===== src/rtl/store_write_buffer_if.sv =====
// Bus bundle for the store write buffer: store push port, load-conflict
// probe, data-memory write port and occupancy count.
interface store_write_buffer_if #(
  parameter int PTR_W = 2
);
  logic             St_Valid;
  logic [31:0]      St_Address;
  logic [31:0]      St_Data;
  logic [1:0]       St_Size;
  logic             St_Ready;
  logic [31:0]      Ld_Address;
  logic [1:0]       Ld_Size;
  logic             Ld_Conflict;
  logic             Drain_Enable;
  logic [31:0]      Mem_Address;
  logic [31:0]      Mem_WriteData;
  logic [1:0]       Mem_MemWrite;
  logic [PTR_W:0]   Count;

  // MEM stage / hazard unit / memory side
  modport master (
    output St_Valid, St_Address, St_Data, St_Size, Ld_Address, Ld_Size, Drain_Enable,
    input  St_Ready, Ld_Conflict, Mem_Address, Mem_WriteData, Mem_MemWrite, Count
  );

  // Buffer side
  modport slave (
    input  St_Valid, St_Address, St_Data, St_Size, Ld_Address, Ld_Size, Drain_Enable,
    output St_Ready, Ld_Conflict, Mem_Address, Mem_WriteData, Mem_MemWrite, Count
  );
endinterface


===== src/rtl/store_write_buffer.sv =====
// FIFO store write buffer between EX/MEM and the data memory. Queues committed
// stores, drains one per cycle when the memory write port is free, and flags
// loads that hit the same word as any pending store.
module store_write_buffer #(
  parameter int DEPTH = 4,
  parameter int PTR_W = 2
) (
  input logic                Clk,
  input logic                Reset,
  store_write_buffer_if.slave bus
);
  typedef logic [PTR_W-1:0] ptr_t;
  typedef logic [PTR_W:0]   cnt_t;

  typedef struct packed {
    logic [31:0] addr;
    logic [31:0] data;
    logic [1:0]  size;
  } entry_t;

  localparam cnt_t CNT_FULL = cnt_t'(DEPTH);
  localparam cnt_t CNT_ONE  = cnt_t'(1);
  localparam ptr_t PTR_ONE  = ptr_t'(1);

  entry_t entry_q [DEPTH];
  ptr_t   rd_ptr_q, rd_ptr_d;
  ptr_t   wr_ptr_q, wr_ptr_d;
  cnt_t   count_q, count_d;

  logic   not_full;
  logic   push;
  logic   drain;
  logic   ld_conflict;
  ptr_t   slot_off;
  entry_t head;
  logic   unused_ld_bits;

  // No full-bypass: a full buffer refuses stores even if it drains this cycle.
  assign not_full = (count_q != CNT_FULL);
  assign push     = bus.St_Valid && not_full && (bus.St_Size != 2'b00);
  assign drain    = (count_q != '0) && bus.Drain_Enable && !Reset;
  assign head     = entry_q[rd_ptr_q];

  // Only the word index of the load address takes part in the match.
  assign unused_ld_bits = &{1'b0, bus.Ld_Address[31:17], bus.Ld_Address[1:0]};

  // Next-state for pointers and occupancy.
  always_comb begin
    // NOTE: every signal written here gets a default first, so no path can leave it unassigned and infer a latch.
    rd_ptr_d = rd_ptr_q;
    wr_ptr_d = wr_ptr_q;
    count_d  = count_q;
    if (push)  wr_ptr_d = wr_ptr_q + PTR_ONE;
    if (drain) rd_ptr_d = rd_ptr_q + PTR_ONE;
    if (push && !drain)      count_d = count_q + CNT_ONE;
    else if (drain && !push) count_d = count_q - CNT_ONE;
  end

  // Control state register; reset drops every pending store.
  always_ff @(posedge Clk or posedge Reset) begin
    if (Reset) begin
      rd_ptr_q <= '0;
      wr_ptr_q <= '0;
      count_q  <= '0;
    end else begin
      // NOTE: non-blocking assignments so all flops update together from pre-edge values.
      rd_ptr_q <= rd_ptr_d;
      wr_ptr_q <= wr_ptr_d;
      count_q  <= count_d;
    end
  end

  // Entry storage written at the tail on each accepted push.
  // NOTE: storage is not reset; validity comes only from count and pointers, so stale contents are harmless.
  always_ff @(posedge Clk) begin
    if (push) entry_q[wr_ptr_q] <= {bus.St_Address, bus.St_Data, bus.St_Size};
  end

  // Memory write port driven straight from the head entry.
  always_comb begin
    bus.Mem_Address   = '0;
    bus.Mem_WriteData = '0;
    bus.Mem_MemWrite  = 2'b00;
    if (count_q != '0) begin
      bus.Mem_Address   = head.addr;
      bus.Mem_WriteData = head.data;
    end
    if (drain) bus.Mem_MemWrite = head.size;
  end

  // Word-granular match of the load against every occupied slot.
  always_comb begin
    ld_conflict = 1'b0;
    slot_off    = '0;
    for (int i = 0; i < DEPTH; i++) begin
      slot_off = ptr_t'(i) - rd_ptr_q;
      if ((cnt_t'(slot_off) < count_q) &&
          (entry_q[i].addr[16:2] == bus.Ld_Address[16:2]))
        ld_conflict = 1'b1;
    end
    if (bus.Ld_Size == 2'b00) ld_conflict = 1'b0;
  end

  assign bus.St_Ready    = not_full;
  assign bus.Ld_Conflict = ld_conflict;
  assign bus.Count       = count_q;

endmodule

===== src/flat_wrapper.sv =====
// flat-port wrapper written by rule: the top's interface ports become plain ports
module store_write_buffer_flat 
#(
  parameter int DEPTH = 4,
  parameter int PTR_W = 2
)
  (Clk, Reset, bus_St_Valid, bus_St_Address, bus_St_Data, bus_St_Size, bus_Ld_Address, bus_Ld_Size, bus_Drain_Enable, bus_St_Ready, bus_Ld_Conflict, bus_Mem_Address, bus_Mem_WriteData, bus_Mem_MemWrite, bus_Count);
  store_write_buffer_if #(.PTR_W(PTR_W)) bus_i ();
  input logic Clk;
  input logic Reset;
  input wire logic [$bits(bus_i.St_Valid)-1:0] bus_St_Valid;
  input wire logic [$bits(bus_i.St_Address)-1:0] bus_St_Address;
  input wire logic [$bits(bus_i.St_Data)-1:0] bus_St_Data;
  input wire logic [$bits(bus_i.St_Size)-1:0] bus_St_Size;
  input wire logic [$bits(bus_i.Ld_Address)-1:0] bus_Ld_Address;
  input wire logic [$bits(bus_i.Ld_Size)-1:0] bus_Ld_Size;
  input wire logic [$bits(bus_i.Drain_Enable)-1:0] bus_Drain_Enable;
  output wire logic [$bits(bus_i.St_Ready)-1:0] bus_St_Ready;
  output wire logic [$bits(bus_i.Ld_Conflict)-1:0] bus_Ld_Conflict;
  output wire logic [$bits(bus_i.Mem_Address)-1:0] bus_Mem_Address;
  output wire logic [$bits(bus_i.Mem_WriteData)-1:0] bus_Mem_WriteData;
  output wire logic [$bits(bus_i.Mem_MemWrite)-1:0] bus_Mem_MemWrite;
  output wire logic [$bits(bus_i.Count)-1:0] bus_Count;
  assign bus_i.St_Valid = bus_St_Valid;
  assign bus_i.St_Address = bus_St_Address;
  assign bus_i.St_Data = bus_St_Data;
  assign bus_i.St_Size = bus_St_Size;
  assign bus_i.Ld_Address = bus_Ld_Address;
  assign bus_i.Ld_Size = bus_Ld_Size;
  assign bus_i.Drain_Enable = bus_Drain_Enable;
  assign bus_St_Ready = bus_i.St_Ready;
  assign bus_Ld_Conflict = bus_i.Ld_Conflict;
  assign bus_Mem_Address = bus_i.Mem_Address;
  assign bus_Mem_WriteData = bus_i.Mem_WriteData;
  assign bus_Mem_MemWrite = bus_i.Mem_MemWrite;
  assign bus_Count = bus_i.Count;
  store_write_buffer #(.DEPTH(DEPTH), .PTR_W(PTR_W)) u_core (.Clk(Clk), .Reset(Reset), .bus(bus_i));
endmodule

===== config.mk =====
export PLATFORM = sky130hd
export DESIGN_NAME = store_write_buffer_flat
export DESIGN_NICKNAME = d
export VERILOG_FILES = /design/src/rtl/store_write_buffer_if.sv /design/src/rtl/store_write_buffer.sv /design/src/flat_wrapper.sv
export SDC_FILE = /design/constraint.sdc
export NUM_CORES = 1
export LEC_CHECK = 0
export CAP_MARGIN = 20
export CORE_MARGIN = 2
export CORE_UTILIZATION = 54
export CTS_CLUSTER_DIAMETER = 80
export DETAILED_ROUTE_END_ITERATION = 8
export HOLD_SLACK_MARGIN = 0.1
export PLACE_DENSITY = 0.85
export SETUP_SLACK_MARGIN = 0.15
export SLEW_MARGIN = 5
export SYNTH_ARGS = -nofsm -noshare
export SYNTH_HDL_FRONTEND = slang
export SYNTH_SLANG_ARGS = --single-unit

===== constraint.sdc =====
create_clock -name Clk -period 3.8 [get_ports Clk]
set_clock_uncertainty 0.2 [all_clocks]
set_input_delay 0.95 -clock Clk [delete_from_list [all_inputs] [get_ports Clk]]
set_output_delay 0.95 -clock Clk [all_outputs]
set_load 0.02 [all_outputs]

Yosys cells after proc, flatten, opt, wreduce, memory -nomap -nowiden
Memories as Yosys holds them, arrays and structs flattened.
Cells that the tools add are included.
{"block": "totals", "register_bits": 7, "mem_bits_rw": 264, "n_memories": 1}
{"block": "classes", "add_sub_neg": 8, "order_cmp": 4, "n_eq_ne": 5, "n_mux": 12, "reduce_logical": 17}
{"name": "u_core.entry_q", "depth": 4, "word_bits": 66, "read_ports": 5, "rd_ports_with_merged_regs": 0, "write_ports": 1, "line": "store_write_buffer.sv:25", "source": "entry_t entry_q [DEPTH];"}
{"operator": "two-way mux 32 bit", "n": 2}
{"operator": "equality test 15 bit", "n": 4}
{"operator": "< comparator 2 x 3 -> 1 bit", "n": 4}
{"operator": "logical AND 1 bit", "n": 10}
{"operator": "two-way mux 1 bit", "n": 7}
{"operator": "two-way mux 3 bit", "n": 2}
{"operator": "adder 2 x 1 -> 2 bit (second input constant)", "n": 2}
{"operator": "nonzero test 2 bit", "n": 2}
{"operator": "subtractor 1 x 2 -> 2 bit (first input constant)", "n": 2}
{"operator": "subtractor 2 bit (first input constant)", "n": 2}
{"operator": "adder 3 x 1 -> 3 bit (second input constant)", "n": 1}
{"operator": "zero test 1 bit", "n": 3}
{"operator": "!= test 3 bit (second input constant)", "n": 1}
{"operator": "nonzero test 3 bit", "n": 1}
{"operator": "subtractor 3 x 1 -> 3 bit (second input constant)", "n": 1}
{"operator": "zero test 2 bit", "n": 1}
{"operator": "two-way mux 2 bit", "n": 1}

Longest topological paths before layout
Gate-level depths: netlist (run 1).
{"block": "logic_depth", "depth_word": 8, "depth_mapped": 10, "depth_no_buf": 8}

Least setup slack after synthesis (run 1)
Ideal clock, no wire load.
{"block": "synth_timing", "kind": "in2reg", "start": "input bus_St_Size[1]", "end": "memory u_core.entry_q[2][0] in the netlist's numbering, enable pin", "setup_ps": 431, "arrival_ps": 2981, "setup_slack_ps": 188, "path_stages": 3, "n_path_buf": 0, "path_cell_list": "o21ai_0 a21oi_1 and2_1"}
{"block": "synth_between", "elab_chain_cells": 4}
{"item": "start, declared", "line": "flat_wrapper.sv:14", "source": "input wire logic [$bits(bus_i.St_Size)-1:0] bus_St_Size;"}
{"item": "nonzero test 2 bit", "line": "store_write_buffer.sv:40", "source": "assign push = bus.St_Valid && not_full && (bus.St_Size != 2'b00);"}
{"item": "logical AND 1 bit", "line": "store_write_buffer.sv:40"}
{"item": "named net u_core.push", "line": "store_write_buffer.sv:31", "source": "logic push;"}
{"item": "two-way mux 1 bit", "line": "store_write_buffer.sv:76", "source": "if (push) entry_q[wr_ptr_q] <= {bus.St_Address, bus.St_Data, bus.St_Size};"}
{"item": "two-way mux 1 bit (not written as such)", "line": "store_write_buffer.sv:76"}
{"item": "end, declared", "line": "store_write_buffer.sv:25"}
The timed path passes the listed nets, and every way through them passes these cells.

Worst setup path in the final report (run 1)
{"block": "layout_timing", "start": "input bus_Ld_Address[11]", "end": "output bus_Ld_Conflict"}
{"block": "layout_between", "elab_chain_cells": 7, "word_cells_on_any_way": 13}
{"item": "start, declared", "line": "flat_wrapper.sv:15", "source": "input wire logic [$bits(bus_i.Ld_Address)-1:0] bus_Ld_Address;"}
{"item": "equality test 15 bit", "line": "store_write_buffer.sv:98", "source": "(entry_q[i].addr[16:2] == bus.Ld_Address[16:2]))"}
{"item": "logical AND 1 bit", "line": "store_write_buffer.sv:97", "source": "if ((cnt_t'(slot_off) < count_q) &&"}
{"item": "two-way mux 1 bit (3 in series)", "line": "store_write_buffer.sv:97"}
{"item": "two-way mux 1 bit (*)", "line": "store_write_buffer.sv:97"}
{"item": "two-way mux 1 bit (*)", "line": "store_write_buffer.sv:101", "source": "if (bus.Ld_Size == 2'b00) ld_conflict = 1'b0;"}
{"item": "end, declared", "line": "flat_wrapper.sv:19", "source": "output wire logic [$bits(bus_i.Ld_Conflict)-1:0] bus_Ld_Conflict;"}
Every way passes the cells marked *; elsewhere a longest branch is shown, timed or not.

==> qor.yml, run 1 <==
cts.sinks: 271
cts-root-buf: "clkbuf_16"
final_area_sq_mm: 0.0144
antenna_found_initial: 3
synth_ff_type: "edfxtp_1"
place_area_sq_mm: 0.0132
slew_viol_final: 0
ios: 175
clk_pin_slew_ns: 0.06
path_class: "in2out"
drive_gt1_share_pct: 21.3
die_h_um: 148
die_x_um: 148
cts_tree: "done"
tightest_slew_ns: 0.540
worstPathRequired_ns: 2.65
fin_crit_ns: 3.77
syn_inst: 575
p_per_area_mw_per_mm2: 766
routed_wl_um: 23700
run_status: "finished, final reports clean"
slew_headroom_pct: 64.0
p_leak_nw: 5.32
placeableCoreArea_sq_mm: 0.0204
gp_congestion: 0.835
fin_crit_sh_pct: 99.3
max_freq_mhz: 265
seq_area_frac_synth_pct: 71.9
row_count: 52
cts_made_buffers: 28
arrival_ns: 2.62
die-area_sq_mm: 0.0220
syn2layout_area_growth_pct: 28.0
avgSynthCellArea_sq_um: 19.6
route.detailed.drc: 0
vias: 5923
overflow: 0
setup_viol: 0
tns_ns: 0
vdd_ir_drop_max_uv: 560
synth-async-reset-ratio_pct: 2.58
ctsHoldBuffers: 0
port_buffers: 157
syn-cell-area_sq_mm: 0.0113
cp_max_fo: 3
detail-route-antenna-nets: 0
num-nets-final: 867
wl_per_cell_um: 22.7
drtIter0Drc: 379
htree_num_levels: 1
synth_edf_count: 264
min_path_type: "reg2reg"
synth_warnings: 0
ys_seq_elements: 271
first_global_vias: 6505
avgViaCountPerCell: 5.68
rrSetupSlack_ns: 1.09
ys_types: 28
clk_latency_ns: 0.53
cp-end-kind: "primary output"
dp_hpwl_um: 14400
grt_pass1_wl_um: 35400
finalHoldViolations: 0
rsz0062_at_grt: "true"
drtPass1Iterations: 7
grt_max_degree: 55
initial_core_util_pct: 55.3
grt.total_usage_pct: 21.0
syn-num-nets: 689
cap_violations: 0
cts_max_path_buffers: 3
crit_path_start_kind: "primary input"
timing repair:
item	4_1_cts	5_1_grt
buffers inserted	0	3
gates cloned	0	2
pin swaps	7	3
setup endpoints to repair	67	65
gates resized for setup	42	59
flip-flops by register name, indices dropped and copies added (netlist names):
signal and cells:
u_core.bus.Count 3, u_core.wr_ptr_q 2, u_core.entry_q 264, u_core.rd_ptr_q 2
cell type report:
type                       instances  area, sq um
tap                              270          338
clock buffer                      32          737
clock inverter                    16          143
fill                            1199         5940
inverter                           8         30.0
multi-input combinational        256         2990
sequential                       271         8110
timing repair buffer             188         2060
antenna                            1         2.50
path summary, 6_finish.rpt:
kind                                           from  cells after the start             endpoint
worst max-delay path             bus_Ld_Address[11]                      8      bus_Ld_Conflict
worst min-delay path            u_core.bus.Count[2]                      1  u_core.bus.Count[2]
worst max register to register  u_core.bus.Count[0]                     10  u_core.bus.Count[2]
worst min register to register  u_core.bus.Count[2]                      1  u_core.bus.Count[2]
max in group asynchronous                     Reset                      2   u_core.rd_ptr_q[0]
min in group asynchronous                     Reset                      2   u_core.rd_ptr_q[1]
cells by family (layout without fill, tap and decap cells):
logic type                 Yosys count  count (layout)  share of synthesized area (%)
AOI/OAI and AO/OA                   12              12                          0.600
xor gates and xnor gates            67              67                           5.21
adders and majority gates           10              10                           1.18
buffers and inverters               48             244                           2.41
DFF                                271             271                           71.9
muxes                               67              67                           13.3
other                                0               1                              0
and+or+nand+nor                    100             100                           5.40
synth_stat cells, types with 2 or more instances:
library cell / count / area, sq um
nor2_1: 4 / 15.0
o21ai_0: 3 / 15.0
clkbuf_1: 9 / 33.8
o21ai_1: 2 / 10.0
dfrtp_1: 7 / 175
xor2_1: 13 / 114
nand4_1: 10 / 62.6
mux4_2: 66 / 1490
buf_6: 8 / 90.1
edfxtp_1: 264 / 7930
nand2_1: 4 / 15.0
buf_2: 22 / 110
nand3_1: 3 / 15.0
a21oi_1: 5 / 25.0
inv_1: 8 / 30.0
ha_1: 9 / 113
xnor2_1: 54 / 473
and2_1: 4 / 25.0
nor4_1: 6 / 37.5
nor2b_1: 66 / 413
cell usage in the layout, fill, tap and decap left out, drive strengths merged, types with 2 or more instances in the layout:
cell type	netlist	layout
edfxtp	264	264
clkdlybuf4s50	0	84
mux4	66	66
nor2b	66	66
dlymetal6s2s	0	55
xnor2	54	54
clkbuf	9	35
buf	31	30
dlygate4sd2	0	15
xor2	13	13
nand4	10	10
inv	8	10
ha	9	9
clkinv	0	9
dfrtp	7	7
nor4	6	6
a21oi	5	5
nor2	5	5
o21ai	5	5
nand2	4	4
and2	4	4
nand3	3	3
clkinvlp	0	3
bufinv	0	2
metal layers:
metal  track usage, %  wire (um)  vias to the layer above
met2             36.6      11900                      278
met4             6.52        699                        4
met5                0         26                        -
met3             5.25       1980                       56
li1                 -          -                     2593
met1             26.3       9090                     2992
where the power goes:
group	internal [mW]	switching (mW)
Clock	1.52	1.07
Sequential	3.81	0.207
Combinational	2.18	2.26
stage by stage:
| stage | instances | worst slack [ns] | total power [mW] | util [%] | hold slack, ns |
|---|---|---|---|---|---|
| 2_1_floorplan | 575 | 0.188 | 6.72 | - | 0.380 |
| 3_5_place_dp | 988 | -0.752 | 8.47 | 65.0 | 0.429 |
| 5_1_grt | 1041 | 0.0311 | 11.5 | 70.8 | 0.441 |
| 4_1_cts | 1036 | 0.0439 | 11.1 | 69.7 | 0.401 |
| 6_report | 1042 | 0.0267 | 11.0 | 70.8 | 0.396 |
| 3_3_place_gp | 988 | -0.698 | 8.36 | 65.0 | 0.397 |
worst max-delay path: stages:
cell and delay [ns]:
dlygate4sd2_1 0.30, buf_4 0.17, xnor2_1 0.15, nand4_1 0.13, nor4_2 0.36, o21ai_1 0.15
a41oi_2 0.24, buf_4 0.18
Power figures use the tool's default switching activity.
==> inputs of run 2 (changes only) <==
--- a/config.mk
+++ b/config.mk
@@ -8,7 +8,7 @@
 export CAP_MARGIN = 20
 export CORE_MARGIN = 2
 export CORE_UTILIZATION = 54
-export CTS_CLUSTER_DIAMETER = 80
+export CTS_CLUSTER_DIAMETER = 30
 export DETAILED_ROUTE_END_ITERATION = 8
 export HOLD_SLACK_MARGIN = 0.1
 export PLACE_DENSITY = 0.85
==> qor.yml, run 2 (synthesis results as in run 1) <==
min_path_type: "reg2reg"
htree_num_levels: 2
avgViaCountPerCell: 5.64
drtIter0Drc: 382
max_freq_mhz: 270
fin_total_pwr_mw: 12.3
slew_viol_final: 0
overflow: 0
cap_violations: 0
routed_wl_um: 24900
fillers: 1157
ctsHoldBuffers: 0
cp_max_fo: 4
rsz0062_at_grt: "true"
syn2layout_area_growth_pct: 32.7
vias: 6060
multiInputGateArea_sq_mm: 0.00300
mostFrequentLayoutCells: "edfxtp_1 (264), clkdlybuf4s50_1 (102), mux4_2 (66), nor2b_1 (66), xnor2_1 (48)"
grt.total_usage_pct: 22.2
tightest_slew_ns: 0.557
largest_reg_flops: 264
finalHoldViolations: 0
setup_viol: 0
run_status: "finished, final reports clean"
arrival_ns: 2.56
gp_congestion: 0.835
fin_crit_sh_pct: 97.5
whs_path_depth: 2
regArea_sq_mm: 0.00811
cts-root-buf: "clkbuf_16"
initial_core_util_pct: 55.3
fin_cells: 1074
antenna_found_initial: 2
cts.sinks: 271
final_common_cell: "edfxtp_1"
pre_cts_ws_ns: -0.752
p_leak_nw: 5.40
detail-route-antenna-nets: 0
die_x_um: 148
die_h_um: 148
port_buffers: 157
route.detailed.drc: 0
min_from: "u_core.wr_ptr_q[0]"
p_per_area_mw_per_mm2: 824
dp_hpwl_um: 14400
num-nets-final: 882
crit_path_start_kind: "primary input"
row_count: 52
placeableCoreArea_sq_mm: 0.0204
wl_per_cell_um: 23.2
first_global_vias: 6729
drtPass1Iterations: 5
path_class: "in2out"
cts_max_path_buffers: 3
cp-end-kind: "primary output"
r2r_start: "u_core.bus.Count[0]"
vdd_ir_drop_max_uv: 506
drive_gt1_share_pct: 24.5
clk_latency_ns: 0.52
cts_made_buffers: 43
dp.cells: 988
setup_ws_ns: 0.0941
cts_tree: "done"
rr_worst_depth: 8
clk_pin_slew_ns: 0.05
regMostFlops: "u_core.entry_q"
slew_headroom_pct: 62.9
worstPathRequired_ns: 2.65
grt_pass1_wl_um: 36900
fin_crit_ns: 3.71
whs_ns: 0.463
startpoint: "bus_Ld_Address[5]"
die-area_sq_mm: 0.0220
ios: 175
grt_max_degree: 55
[run 2: changes by cell type in the layout (fill, tap and decap cells not counted), moves of 2 or more]
cell | previous run | this run
clkdlybuf4s50_1 | 84 | 102
dlymetal6s2s_1 | 55 | 37
clkbuf_16 | 31 | 46
clkinv_4 | 0 | 6
dlygate4sd2_1 | 15 | 11
inv_6 | 2 | 6
clkdlybuf4s15_2 | 0 | 2
dfrtp_1 | 3 | 5
dfrtp_2 | 2 | 0
[run 2: critical path: stages]
cell and delay, ns:
dlygate4sd2_1 0.31, xnor2_1 0.19, nand4_1 0.17, nor4_2 0.36, o21ai_1 0.14, a41oi_2 0.25, buf_4 0.18
[run 2: where the power goes]
part | leakage [nW] | total [mW] | internal [mW] | switching [mW]
clock network | 0.701 | 3.80 | 2.37 | 1.43
registers | 2.49 | 4.03 | 3.81 | 0.217
logic | 2.22 | 4.49 | 2.21 | 2.27
[run 2: final cells by class]
cell class	instances	share of cell area (%)
clock inverters	33	2.23
flip-flops and latches	271	54.3
inverters	8	0.201
multi-input cells	256	20.1
well taps	270	2.26
clock buffers	47	7.44
diodes	1	0.0167
repair buffers	188	13.5
[run 2: routing by layer]
layer / track usage (%) / routed length, um
met3: 6.07 / 2060
met1: 27.5 / 9430
met2: 38.2 / 12800
met5: 0 / 13
met4: 7.29 / 566
[run 2: metrics by stage]
step | util, % | instance area (sq um) | TNS (ns)
final | 73.4 | 14900 | 0
after CTS | 72.5 | 14800 | 0
after detailed placement | 65.0 | 13200 | -0.752
after global placement | 65.0 | 13200 | -0.698
after global routing | 73.4 | 14900 | 0
after floorplan | - | 11300 | 0
[run 2: what timing repair did]
item / CTS / global route
buffers inserted: 0 / 3
gates resized for setup: 43 / 46
cloned: 0 / 2
setup endpoints to repair: 61 / 65
pin swaps: 8 / 6
[run 2: worst paths after layout]
| path | endpoint | slack, ns |
|---|---|---|
| worst max register to register | u_core.bus.Count[1] | 1.04 |
| worst min-delay path | u_core.wr_ptr_q[0] | 0.46 |
| min in group asynchronous | u_core.wr_ptr_q[0] | 0.50 |
| max in group asynchronous | u_core.rd_ptr_q[0] | 2.62 |
| worst max-delay path | bus_Ld_Conflict | 0.09 |
| worst min register to register | u_core.wr_ptr_q[0] | 0.46 |
